## src/rtl/sat_accum_ctrl_if.sv

```systemverilog
// rtl/sat_accum_ctrl_if.sv - sample-in / frame-result-out handshake bundle for sat_accum_ctrl
interface sat_accum_ctrl_if #(
    parameter int N = 16,
    parameter int K = 8
);
    logic                i_valid;
    logic                o_ready;
    logic signed [N-1:0] i_data;
    logic                o_valid;
    logic                i_ready;
    logic signed [K-1:0] o_data;
    logic                o_sat;

    modport master (
        output i_valid, i_data, i_ready,
        input  o_ready, o_valid, o_data, o_sat
    );

    modport slave (
        input  i_valid, i_data, i_ready,
        output o_ready, o_valid, o_data, o_sat
    );
endinterface

```

## src/rtl/sat_accum_ctrl.sv

```systemverilog
// rtl/sat_accum_ctrl.sv - frame accumulator that sums N-bit samples and saturates the sum to K bits
module sat_accum_ctrl #(
    parameter int N     = 16,
    parameter int K     = 8,
    parameter int CNT_W = 8
) (
    input  logic                 clk,
    input  logic                 n_rst,
    input  logic [CNT_W-1:0]     i_cfg_len,
    sat_accum_ctrl_if.slave      bus,
    output logic [CNT_W-1:0]     o_sat_cnt
);
    localparam int AW = N + CNT_W;

    localparam logic [CNT_W-1:0]     CNT_ONE = CNT_W'(1);
    localparam logic signed [AW-1:0] ACC_MAX = {{(AW-K+1){1'b0}}, {(K-1){1'b1}}};
    localparam logic signed [AW-1:0] ACC_MIN = {{(AW-K+1){1'b1}}, {(K-1){1'b0}}};
    localparam logic signed [K-1:0]  OUT_MAX = {1'b0, {(K-1){1'b1}}};
    localparam logic signed [K-1:0]  OUT_MIN = {1'b1, {(K-1){1'b0}}};

    typedef enum logic [1:0] {IDLE, ACC, SAT, OUT} state_t;

    state_t                 state;
    logic signed [AW-1:0]   acc;
    logic [CNT_W-1:0]       remaining;

    logic                   accept;
    logic signed [AW-1:0]   sample_ext;
    logic [CNT_W-1:0]       len;
    logic                   clip_hi;
    logic                   clip_lo;

    assign bus.o_ready = (state == IDLE) || (state == ACC);
    assign accept      = bus.i_valid && bus.o_ready;
    assign sample_ext  = {{CNT_W{bus.i_data[N-1]}}, bus.i_data};
    // A zero-length frame is treated as a single-sample frame.
    assign len         = (i_cfg_len == '0) ? CNT_ONE : i_cfg_len;
    assign clip_hi     = acc > ACC_MAX;
    assign clip_lo     = acc < ACC_MIN;

    always_ff @(posedge clk or negedge n_rst) begin
        if (!n_rst) begin
            state       <= IDLE;
            acc         <= '0;
            remaining   <= '0;
            bus.o_valid <= 1'b0;
            bus.o_data  <= '0;
            bus.o_sat   <= 1'b0;
            o_sat_cnt   <= '0;
        end else begin
            case (state)
                IDLE: begin
                    if (accept) begin
                        acc       <= sample_ext;
                        remaining <= len - CNT_ONE;
                        state     <= (len == CNT_ONE) ? SAT : ACC;
                    end
                end
                ACC: begin
                    if (accept) begin
                        acc       <= acc + sample_ext;
                        remaining <= remaining - CNT_ONE;
                        if (remaining == CNT_ONE) begin
                            state <= SAT;
                        end
                    end
                end
                SAT: begin
                    if (clip_hi) begin
                        bus.o_data <= OUT_MAX;
                        bus.o_sat  <= 1'b1;
                    end else if (clip_lo) begin
                        bus.o_data <= OUT_MIN;
                        bus.o_sat  <= 1'b1;
                    end else begin
                        bus.o_data <= acc[K-1:0];
                        bus.o_sat  <= 1'b0;
                    end
                    if ((clip_hi || clip_lo) && (o_sat_cnt != '1)) begin
                        o_sat_cnt <= o_sat_cnt + CNT_ONE;
                    end
                    state <= OUT;
                end
                OUT: begin
                    // o_valid rises on the first OUT cycle; the handshake only completes once it is visible.
                    if (!bus.o_valid) begin
                        bus.o_valid <= 1'b1;
                    end else if (bus.i_ready) begin
                        bus.o_valid <= 1'b0;
                        state       <= IDLE;
                    end
                end
                default: state <= IDLE;
            endcase
        end
    end
endmodule
```

## src/flat_wrapper.sv

```systemverilog
// flat-port wrapper written by rule: the top's interface ports become plain ports
module sat_accum_ctrl_flat 
#(
    parameter int N     = 16,
    parameter int K     = 8,
    parameter int CNT_W = 8
)
  (clk, n_rst, i_cfg_len, o_sat_cnt, bus_i_valid, bus_i_data, bus_i_ready, bus_o_ready, bus_o_valid, bus_o_data, bus_o_sat);
  sat_accum_ctrl_if #(.N(N), .K(K)) bus_i ();
  input  logic clk;
  input  logic n_rst;
  input  logic [CNT_W-1:0] i_cfg_len;
  output logic [CNT_W-1:0] o_sat_cnt;
  input wire logic [$bits(bus_i.i_valid)-1:0] bus_i_valid;
  input wire logic [$bits(bus_i.i_data)-1:0] bus_i_data;
  input wire logic [$bits(bus_i.i_ready)-1:0] bus_i_ready;
  output wire logic [$bits(bus_i.o_ready)-1:0] bus_o_ready;
  output wire logic [$bits(bus_i.o_valid)-1:0] bus_o_valid;
  output wire logic [$bits(bus_i.o_data)-1:0] bus_o_data;
  output wire logic [$bits(bus_i.o_sat)-1:0] bus_o_sat;
  assign bus_i.i_valid = bus_i_valid;
  assign bus_i.i_data = bus_i_data;
  assign bus_i.i_ready = bus_i_ready;
  assign bus_o_ready = bus_i.o_ready;
  assign bus_o_valid = bus_i.o_valid;
  assign bus_o_data = bus_i.o_data;
  assign bus_o_sat = bus_i.o_sat;
  sat_accum_ctrl #(.N(N), .K(K), .CNT_W(CNT_W)) u_core (.clk(clk), .n_rst(n_rst), .i_cfg_len(i_cfg_len), .bus(bus_i), .o_sat_cnt(o_sat_cnt));
endmodule
```

## config.mk

```make
export PLATFORM = sky130hd
export DESIGN_NAME = sat_accum_ctrl_flat
export DESIGN_NICKNAME = d
export VERILOG_FILES = /design/src/rtl/sat_accum_ctrl_if.sv /design/src/rtl/sat_accum_ctrl.sv /design/src/flat_wrapper.sv
export SDC_FILE = /design/constraint.sdc
export NUM_CORES = 1
export LEC_CHECK = 0
export BUFFER_PORTS_ARGS = -buffer_cell sky130_fd_sc_hd__buf_2
export CORE_MARGIN = 2
export CORE_UTILIZATION = 40
export DETAILED_ROUTE_END_ITERATION = 8
export GPL_ROUTABILITY_DRIVEN = 0
export SYNTH_ARGS = -nofsm -noshare
export SYNTH_HDL_FRONTEND = slang
export SYNTH_SLANG_ARGS = --single-unit
```

## constraint.sdc

```tcl
create_clock -name clk -period 5 [get_ports clk]
set_input_delay 1 -clock clk [delete_from_list [all_inputs] [get_ports clk]]
set_output_delay 1 -clock clk [all_outputs]
set_load 0.03 [all_outputs]
```

== Word-level counts from Yosys, hierarchy flattened ==
Cells that the tools add are included.

* Output and inout bits: 19
* Bits in registers: 52
* Input port bits: 28
* Logic and storage cells: 54

* Reduce and logical (&&, ||, !) cells: 10
* Multiplexer cells: 20
* Magnitude comparators: 2
* Add/subtract/negate cells: 4
* Equality and inequality tests: 11

{| class="wikitable"
|+ Operators by type and width
! cell !! count
|-
| $mux W24 || 2
|-
| $pmux W24 S2 || 1
|-
| $mux W8 || 5
|-
| $add A24 B16 Y24 || 1
|-
| $gt A24 B8 Y1 const B || 1
|-
| $lt A24 B8 Y1 const B || 1
|-
| $eq A8 B1 Y1 const B || 2
|-
| $pmux W8 S2 || 1
|-
| $sub A8 B1 Y8 const B || 2
|-
| $mux W2 || 6
|-
| $add A8 B1 Y8 const B || 1
|-
| $logic_not A8 Y1 || 1
|-
| $ne A8 B8 Y1 const B || 1
|-
| $pmux W2 S4 || 1
|-
| $ne A2 B1 Y1 const B || 3
|-
| $reduce_and A5 Y1 || 1
|-
| $eq A2 B2 Y1 const B || 2
|-
| $mux W1 || 4
|-
| $ne A2 B2 Y1 const B || 2
|-
| $reduce_and A3 Y1 || 1
|-
| $eq A2 B1 Y1 const B || 1
|-
| $logic_and A1 B1 Y1 || 2
|-
| $logic_not A2 Y1 || 1
|-
| $logic_or A1 B1 Y1 || 2
|-
| other kinds (2) || 2
|}

== Longest topological paths before layout ==
Gate-level depths: netlist of the first run.

* Depth in word-level cells: 6
* Depth in mapped cells: 10
* Gate-level depth less buffers: 10

== Worst setup path before layout of the first run ==
Ideal clock, no wire load.

* Kind: in2reg
* Start point: input bus_i_data[0]
* End point: register u_core.acc[20]
* Arrival: 2,605 ps
* Stages on the path: 10
* Path slack: 2,255 ps
* Buffers on the path: 0
* Data required time: 4,860 ps
* Setup time: 140 ps
* Path through: ha_1 -> inv_1 -> fa_1 -> nor2b_1 -> o31ai_2 -> a21oi_2 -> a311oi_2 -> o21ai_1 -> xnor2_1 -> a31oi_1

* Word-level cells in the longest chain between the ends: 3

{| class="wikitable"
|+ Ends and longest elaborated chain
! what !! line !! RTL
|-
| start: declaration || flat_wrapper.sv:15 || <nowiki>input wire logic [$bits(bus_i.i_data)-1:0] bus_i_data;</nowiki>
|-
| $add A24 B16 Y24 || sat_accum_ctrl.sv:61 || <nowiki>acc <= acc + sample_ext;</nowiki>
|-
| $mux W24 || sat_accum_ctrl.sv:60 || <nowiki>if (accept) begin</nowiki>
|-
| $pmux W24 S2 || sat_accum_ctrl.sv:51 || <nowiki>case (state)</nowiki>
|-
| end signal: assignment || sat_accum_ctrl.sv:54 || <nowiki>acc <= sample_ext;</nowiki>
|-
| end signal: assignment || sat_accum_ctrl.sv:61 ||
|-
| end: declaration || sat_accum_ctrl.sv:24 || <nowiki>logic signed [AW-1:0] acc;</nowiki>
|}

No other way between the ends. The select of a mux whose other input is x is not followed.
A chain may end at the register's enable or synchronous reset.

== Worst setup path after layout of the first run ==
* Start point: register u_core.state[1]
* End point: output bus_o_ready

* Word-level cells in the longest chain between the ends: 2
* Elaborated cells between the ends (all ways): 3
* Classes of those cells: 1 x eq/ne; 2 x reduce/logical

{| class="wikitable"
|+ Ends and longest elaborated chain
! what !! line !! RTL
|-
| start: declaration || sat_accum_ctrl.sv:23 || <nowiki>state_t state;</nowiki>
|-
| start signal: assignment || sat_accum_ctrl.sv:56 || <nowiki>state <= (len == CNT_ONE) ? SAT : ACC;</nowiki>
|-
| $eq A2 B1 Y1 / $logic_not A2 Y1 (equally long branches) || sat_accum_ctrl.sv:33 || <nowiki>assign bus.o_ready = (state == IDLE) || (state == ACC);</nowiki>
|-
| $logic_or A1 B1 Y1 * || sat_accum_ctrl.sv:33 ||
|-
| end: declaration || flat_wrapper.sv:17 || <nowiki>output wire logic [$bits(bus_i.o_ready)-1:0] bus_o_ready;</nowiki>
|}

Mark *: on every way between the ends. The rest lies on a longest branch, timed or not.

==> results of run 1 <==
-- worst reg2reg max path, stage by stage, from the launching register on --
cell and delay [ps]:
dfrtp_1 420, inv_1 110, ha_1 150, buf_4 300, inv_2 280, nand2_1 180, nand2_1 100, nor3_1 830
nor2_1 110, mux2i_1 170
-- per-stage QoR --
stage	instances	area, um^2	worst slack (ps)	util	hold slack (ps)
2_1_floorplan	470	3990	2250	-	476
3_3_place_gp	634	4330	1930	0.445	468
4_1_cts	642	4430	2030	0.455	488
6_report	642	4430	2040	0.455	482
3_5_place_dp	634	4330	1890	0.445	472
5_1_grt	642	4430	1910	0.455	515
-- sequential cells by signal (all words and copies together) (netlist names) --
signal and flops:
u_core.remaining 8, u_core.bus.o_valid 1, u_core.bus.o_data 8, u_core.acc 24, u_core.o_sat_cnt 8, u_core.bus.o_sat 1, u_core.state 2
-- power by group through the flow --
stage / sequential (W) / clock [W] / combinational (W)
floorplan: 0.000903 / 0 / 0.00133
detailed placement: 0.000852 / 0 / 0.00183
CTS: 0.000844 / 0.000270 / 0.00184
global route: 0.000881 / 0.000284 / 0.00204
finish: 0.000847 / 0.000262 / 0.00184
global placement: 0.000845 / 0 / 0.00181
-- how the worst max path moves through the flow --
stage / startpoint / to / cells past startpoint
after floorplan: bus_i_data[0] / u_core.acc[20] / 10
after detailed placement: bus_i_data[0] / u_core.acc[20] / 11
after global routing: u_core.state[1] / bus_o_ready / 6
final: u_core.state[1] / bus_o_ready / 6
after global placement: bus_i_data[0] / u_core.acc[20] / 11
after CTS: u_core.state[1] / bus_o_ready / 6
-- cell usage in the layout, fill, tap and decap left out, types with 5 or more instances in the layout --
| cell | instances |
|---|---|
| and3_1 | 5 |
| nor2_1 | 25 |
| nand2_1 | 42 |
| xor2_1 | 13 |
| ha_1 | 32 |
| o21ai_0 | 42 |
| clkbuf_8 | 6 |
| a31oi_1 | 6 |
| nor4_1 | 7 |
| xnor2_1 | 15 |
| a21o_1 | 5 |
| nor3_1 | 13 |
| mux2i_1 | 5 |
| o211ai_1 | 8 |
| o21ai_1 | 17 |
| a21oi_1 | 46 |
| nand4_1 | 11 |
| a211oi_1 | 5 |
| nand3_1 | 11 |
| dfrtp_1 | 52 |
| buf_2 | 46 |
| inv_1 | 29 |
-- layer usage --
layer | track usage | vias to the layer above
met5 | 0 | -
met4 | 0.0434 | 0
met3 | 0.0214 | 4
met2 | 0.307 | 86
met1 | 0.268 | 1719
li1 | - | 1783
-- area by class of cell --
class,instances,area [um^2]
Fill cell,996,5300
Multi-Input combinational cell,368,2490
Sequential cell,52,1300
Timing Repair Buffer,50,260
Tap cell,133,166
Inverter,31,116
Clock buffer,7,86.3
Clock inverter,1,7.51
-- kinds of logic (layout without fill, tap and decap cells) --
| family | after synthesis | in the layout | share of synthesized area |
|---|---|---|---|
| xor gates and xnor gates | 28 | 28 | 0.0615 |
| DFF | 52 | 52 | 0.326 |
| and+or+nand+nor | 136 | 136 | 0.176 |
| adders and majority gates | 33 | 33 | 0.105 |
| muxes | 8 | 8 | 0.0220 |
| buffers and inverters | 50 | 89 | 0.0499 |
| AOI/OAI and AO/OA | 163 | 163 | 0.259 |
==> results.cfg, run 1 <==
[cells_and_area]
nets = 569
syn_to_final_growth_pct = 11.0
layout-drive-gt1-share = 0.161
diodes = 0

[setup_path]
regToRegEndpoint = u_core.acc[23]
reg2reg_slack_ps = 2290
r2r_start = u_core.state[1]
critical-path-top-delay-family = buffers and inverters
cp-end-kind = primary output
max_stage_delay_ps = 420
required_ps = 4000
startpoint_type = flop
path_cells = inv_1 > ha_1 > buf_4 > inv_2 > nand2_1 > buf_2
slowest_stage = dfrtp_1
path_buf_inv = 4
criticalPathCategory = flop to primary output
reg2reg_depth = 9
critPathMaxFanout = 27
crit_arrival_ps = 1960

[detailed_routing]
top_layer = met4
drcViolationCount = 0
detail-route-antenna-nets = 0
via_per_inst = 5.60
drtIter0Drc = 229
dr_wl_met3_um = 433
route.met2.wl_um = 4620
firstDrtPassIters = 4
route.vias.total = 3592
routed_wl_um = 10100
wl_per_cell_um = 15.7
drt-met1-wl_um = 4970

[placement]
io_buffers = 46
dp_hpwl_um = 7450

[sta]
period_share = 0.592
rsz0062_at_grt = no
fin_crit_ps = 2960
slew_viol_final = 0
final.setup_skew_ps = 8.16
worstMarginPinSlew_ps = 1070
setup-tns-final_ps = 0
setup_viol_count_final = 0
hold_viol_final = 0
slew_headroom = 0.283
fmax_mhz = 338

[power]
power_w = 0.00295
p_leak_nw = 1.95
p_sw_frac = 0.507
cellPowerDensity_mw_per_mm2 = 666
p_clk_frac = 0.089
p_comb_frac = 0.624
internal_power_w = 0.00145
p_switching_w = 0.00149
p_seq_frac = 0.287
peakVddDrop_mv = 0.246

[clocking]
clk_latency_ps = 310
clk_path_buf_depth = 2
cts_setup_buffers = 0
cts_tree = yes
htree_levels = 2
cts_buffers = 5
cts_resized = 0
clock-sinks = 52
hold_buffers = 0
path_clk_slew_ps = 100
ctsRootBufferMaster = clkbuf_8

[global_route]
grt_pass1_vias = 3371
grt.overflow.total = 0
grt_use_total = 0.188
antenna_found_initial = 0
grt_pass1_wl_um = 16700
grt_max_degree = 53

[die]
die_y_um = 104
initial_core_util = 0.410
dieArea_mm2 = 0.0108
core-area_mm2 = 0.00973
rows = 36
dieWidth_um = 104
io_pins = 47

[min_path]
min_from = u_core.o_sat_cnt[5]
holdPathEnd = u_core.o_sat_cnt[5]
hp-class = flop to flop
whs_path_depth = 1

[synthesis]
synth-edff-count = 0
netlist.area_leader.share = 0.326
avgSynthCellArea_um2 = 8.48
post-synth-top-count-cell = dfrtp_1
ys_dominant_reg_cell = dfrtp_1
yosysWarnings = 0
synth_area_leader_cell = dfrtp_1
ys_ff_latch = 52
ys_seq_area_frac = 0.326
syn_inst = 470
yosys-top-cells-area = dfrtp_1 (33%), ha_1 (10%), a21oi_1 (5.8%)
syn_nets = 531
syn_area_mm2 = 0.00399
synthTopCellsByCount = dfrtp_1 (52), a21oi_1 (46), nand2_1 (42), o21ai_0 (42), ha_1 (32)
ys_async_sr_fraction = 1.00
synthDistinctLibCells = 64

[flow_run]
cap_violations = 0

[status]
outcome = finished clean
Note: power is estimated with default switching activity, not from simulation.
==> run 2, diff against run 1 <==
clock period = 2.9 ns   (was 5 ns; I/O delays follow)
==> results.cfg, run 2 (synthesis gave the netlist of run 1 again) <==
[sta]
setup_slack_ps = 459
slew_headroom = 0.527
setup_viol_count_final = 0
worstMarginPinSlew_ps = 710
slew_viol_final = 0
final.setup_skew_ps = 11.6
fin_crit_ps = 2440
whs_ps = 104
hold_viol_final = 0
rsz0062_at_grt = no
fmax_mhz = 410
setup-tns-final_ps = 0
period_share = 0.842

[detailed_routing]
drcViolationCount = 0
top_layer = met4
routed_wl_um = 10200
detail-route-antenna-nets = 0
dr_wl_met3_um = 376
route.vias.total = 3583
firstDrtPassIters = 4
wl_per_cell_um = 15.7
via_per_inst = 5.51
route.met2.wl_um = 4540
drt-met1-wl_um = 5200
drtIter0Drc = 277

[setup_path]
critPathMaxFanout = 4
crit_arrival_ps = 2630
required_ps = 3090
criticalPathCategory = flop to flop
startpoint_type = flop
cp-end-kind = flop
reg2reg_slack_ps = 460

[clocking]
path_clk_slew_ps = 110
cts_setup_buffers = 0
cts_tree = yes
cts_resized = 0
clock-sinks = 52
ctsRootBufferMaster = clkbuf_8
clk_latency_ps = 310
cts_buffers = 5
htree_levels = 2
hold_buffers = 0
clk_path_buf_depth = 2

[global_route]
grt_pass1_wl_um = 16900
antenna_found_initial = 0
grt_pass1_vias = 3359
grt.overflow.total = 0
grt_max_degree = 46
grt_use_total = 0.189

[die]
rows = 36
io_pins = 47
dieWidth_um = 104
die_y_um = 104
initial_core_util = 0.410
dieArea_mm2 = 0.0108
core-area_mm2 = 0.00973

[cells_and_area]
layout-drive-gt1-share = 0.176
final_util = 0.461
layout_common_cells = dfrtp_1 (52), a21oi_1 (46), buf_2 (46)
largest_reg_flops = 24
stdcell_count = 650
final_common_cell = dfrtp_1
top_register = u_core.acc
diodes = 0
nets = 577
syn_to_final_growth_pct = 12.6

[flow_run]
cap_violations = 0

[placement]
dp.cells = 642
io_buffers = 46
dp_hpwl_um = 7710
pre_cts_ws_ps = 241

[power]
cellPowerDensity_mw_per_mm2 = 1150
peakVddDrop_mv = 0.379
p_leak_nw = 1.99

[status]
outcome = finished clean

[min_path]
hp-class = input pin to asynchronous set/reset pin
==> run 2: cell types whose count changed in the layout (fill, tap and decap cells not counted), sizes merged <==
| cell | change |
|---|---|
| buf | +8 |
| clkbuf | -1 |
| clkinvlp | +1 |
==> run 2: path summary, 6_finish.rpt <==
kind                                startpoint             endpoint  cells past startpoint
setup / recovery                 u_core.acc[0]       u_core.acc[20]                     10
hold / removal                           n_rst      u_core.state[0]                      1
setup reg to reg                 u_core.acc[0]       u_core.acc[20]                     10
hold reg to reg            u_core.o_sat_cnt[5]  u_core.o_sat_cnt[5]                      1
max in group asynchronous                n_rst        u_core.acc[6]                      2
min in group clk           u_core.o_sat_cnt[5]  u_core.o_sat_cnt[5]                      1
==> run 2: worst max-delay path, stage by stage, from the launching register on <==
cell      delay [ps]
dfrtp_1          440
ha_1             250
inv_1             70
fa_1             380
nor2b_1          210
o31ai_2          130
a21oi_2          240
a311oi_2         170
o21ai_1          200
xnor2_1          130
a31oi_1           90
==> run 2: final cells by class <==
| cell class | instances | area (um^2) |
|---|---|---|
| Inverter | 31 | 116 |
| Tap cell | 133 | 166 |
| Clock inverter | 2 | 15.0 |
| Sequential cell | 52 | 1300 |
| Clock buffer | 6 | 82.6 |
| Multi-Input combinational cell | 368 | 2490 |
| Timing Repair Buffer | 58 | 320 |
| Fill cell | 994 | 5240 |
==> run 2: power by group <==
part           switching (W)  internal (W)  total, W  leakage, nW
clock network       0.000256      0.000194  0.000450       0.0434
logic                0.00195       0.00129   0.00324         1.32
registers           0.000389       0.00107   0.00146        0.626
total                0.00260       0.00256   0.00515         1.99
==> run 2: stage by stage <==
stage               total power [W]  cell area, um^2
floorplan                   0.00386             3990
global placement            0.00463             4390
detailed placement          0.00469             4390
CTS                         0.00516             4490
global route                0.00561             4490
finish                      0.00515             4490
==> run 2: metal layers <==
layer,vias to the layer above,global-route usage
met3,6,0.0258
met5,-,0
li1,1798,-
met2,75,0.297
met1,1704,0.276
met4,0,0.0454
==> run 3, diff against run 2 <==
ABC_AREA = 1   (was unset)
clock period = 2.4 ns   (was 2.9 ns; I/O delays follow)
==> results.cfg, run 3 <==
[clocking]
hold_buffers = 0
path_clk_slew_ps = 110
clock-sinks = 52
htree_levels = 2
cts_resized = 0
cts_tree = yes
cts_buffers = 5
clk_latency_ps = 330
ctsRootBufferMaster = clkbuf_8
clk_path_buf_depth = 2
cts_setup_buffers = 0

[cells_and_area]
fill_cells = 1093
multi_input_area_mm2 = 0.00271
final_common_cell = nand2_1
layout-drive-gt1-share = 0.116
syn_to_final_growth_pct = 11.1
largest_reg_flops = 24
diodes = 0
layout_common_cells = nand2_1 (207), inv_1 (83), nor2_1 (63)
top_register = u_core.acc
ff_latch_area_mm2 = 0.00130
nets = 767

[detailed_routing]
detail-route-antenna-nets = 0
via_per_inst = 5.15
routed_wl_um = 11700
firstDrtPassIters = 5
drcViolationCount = 0
wl_per_cell_um = 13.8
route.vias.total = 4359
drtIter0Drc = 330

[synthesis]
syn_area_mm2 = 0.00440
syn_inst = 660
ys_ff_latch = 52
synth_area_leader_cell = dfrtp_1
synth-edff-count = 0
netlist.area_leader.share = 0.296
synthDistinctLibCells = 42
ys_seq_area_frac = 0.296
post-synth-top-count-cell = nand2_1
avgSynthCellArea_um2 = 6.67
syn_nets = 721
yosysWarnings = 0
synthTopCellsByCount = nand2_1 (207), inv_1 (83), nor2_1 (64), dfrtp_1 (52), nand3_1 (39)
ys_async_sr_fraction = 1.00
ys_dominant_reg_cell = dfrtp_1
yosys-top-cells-area = dfrtp_1 (30%), nand2_1 (18%), ha_1 (9.1%)

[setup_path]
path_cells = ha_1 > inv_1 > fa_1 > inv_1 > nand3_1 > nand3_2 > nand2_1 > a21oi_2 > xor2_1 > nor2_1 > o21ai_1
startpoint_type = flop
slowest_stage = dfrtp_1
max_stage_delay_ps = 410
path_buf_inv = 2
crit_arrival_ps = 2360
cpMostUsedCell = inv_1
criticalPathCategory = flop to flop
required_ps = 2650
critical-path-top-delay-family = adder cells
critPathMaxFanout = 4
cp-end-kind = flop

[sta]
worstMarginPinSlew_ps = 611
fin_crit_ps = 2110
setup_viol_count_final = 0
hold_viol_final = 0
fmax_mhz = 474
setup-tns-final_ps = 0
period_share = 0.879
rsz0062_at_grt = no
setup_slack_ps = 290
slew_headroom = 0.589
final.setup_skew_ps = 11.6
slew_viol_final = 0

[placement]
pre_cts_ws_ps = 163
io_buffers = 46
dp_hpwl_um = 8900

[die]
core-area_mm2 = 0.0108
die_y_um = 109
rows = 38
dieArea_mm2 = 0.0119
dieWidth_um = 109
initial_core_util = 0.408
io_pins = 47

[global_route]
grt.overflow.total = 0
grt_pass1_vias = 4128
antenna_found_initial = 0
grt_use_total = 0.206
grt_max_degree = 53
grt_pass1_wl_um = 19400

[power]
p_leak_nw = 2.57
cellPowerDensity_mw_per_mm2 = 1310
peakVddDrop_mv = 0.436

[status]
outcome = finished clean

[flow_run]
cap_violations = 0

[min_path]
hp-class = input pin to asynchronous set/reset pin
-- run 3: changes by cell type after synthesis, sizes merged, moves of 7 or more --
cell	delta
a211oi	-8
a21oi	-11
clkbuf	-8
inv	+55
nand2	+169
nand3	+32
nand4	+7
nor2	+39
nor3	-8
o21ai	-14
xnor2	-10
-- run 3: layout make-up --
class,instances,share of cell area
clock buffer,5,0.0141
clock inverter,3,0.00435
inverter,86,0.0660
multi-input combinational,509,0.555
sequential,52,0.266
tap,140,0.0358
timing repair buffer,52,0.0589
-- run 3: routing by layer --
layer,GRT usage,vias up,wire [um],part of all wire
met5,0,-,0,0
li1,-,2241,-,-
met1,0.279,1993,5560,0.47
met3,0.0281,16,490,0.042
met2,0.342,109,5510,0.47
met4,0.0568,0,151,0.013
-- run 3: metrics by stage --
step	util	total power (W)	std cells	instance area (um^2)	hold slack, ps
final	0.453	0.00639	847	4890	114
after global routing	0.453	0.00707	847	4890	153
after CTS	0.453	0.00638	847	4890	149
after detailed placement	0.445	0.00581	839	4800	465
after global placement	0.445	0.00577	839	4800	462
after floorplan	-	0.00478	660	4400	184
-- run 3: power breakdown --
| part | total [W] | internal (W) | switching, W |
|---|---|---|---|
| logic | 0.00418 | 0.00140 | 0.00278 |
| clock network | 0.000558 | 0.000209 | 0.000349 |
| registers | 0.00165 | 0.00128 | 0.000363 |
| total | 0.00639 | 0.00289 | 0.00349 |
-- run 3: final timing paths --
| path | start | to | slack [ps] | cells after the start |
|---|---|---|---|---|
| worst max-delay path | u_core.acc[0] | u_core.acc[8] | 290 | 11 |
| worst min-delay path | n_rst | u_core.acc[18] | 110 | 2 |
| worst max register to register | u_core.acc[0] | u_core.acc[8] | 290 | 11 |
| worst min register to register | u_core.bus.o_data[6] | u_core.bus.o_data[6] | 480 | 2 |
| max in group asynchronous | n_rst | u_core.remaining[4] | 2000 | 2 |
| min in group clk | bus_i_data[2] | u_core.acc[2] | 430 | 3 |
-- run 3: logic make-up after synthesis --
group	after synthesis	synth area share
adder cells (fa/ha/maj)	33	0.0956
AO/OA/AOI/OAI	101	0.130
buffers and inverters	99	0.0885
XOR/XNOR	19	0.0378
AND/OR/NAND/NOR	356	0.352
flip-flops	52	0.296
-- run 3: worst reg2reg max path: stages, from the launching register on --
cell	delay [ps]
dfrtp_1	410
ha_1	180
inv_1	60
fa_1	390
inv_1	90
nand3_1	80
nand3_2	120
nand2_1	120
a21oi_2	200
xor2_1	220
nor2_1	70
o21ai_1	120
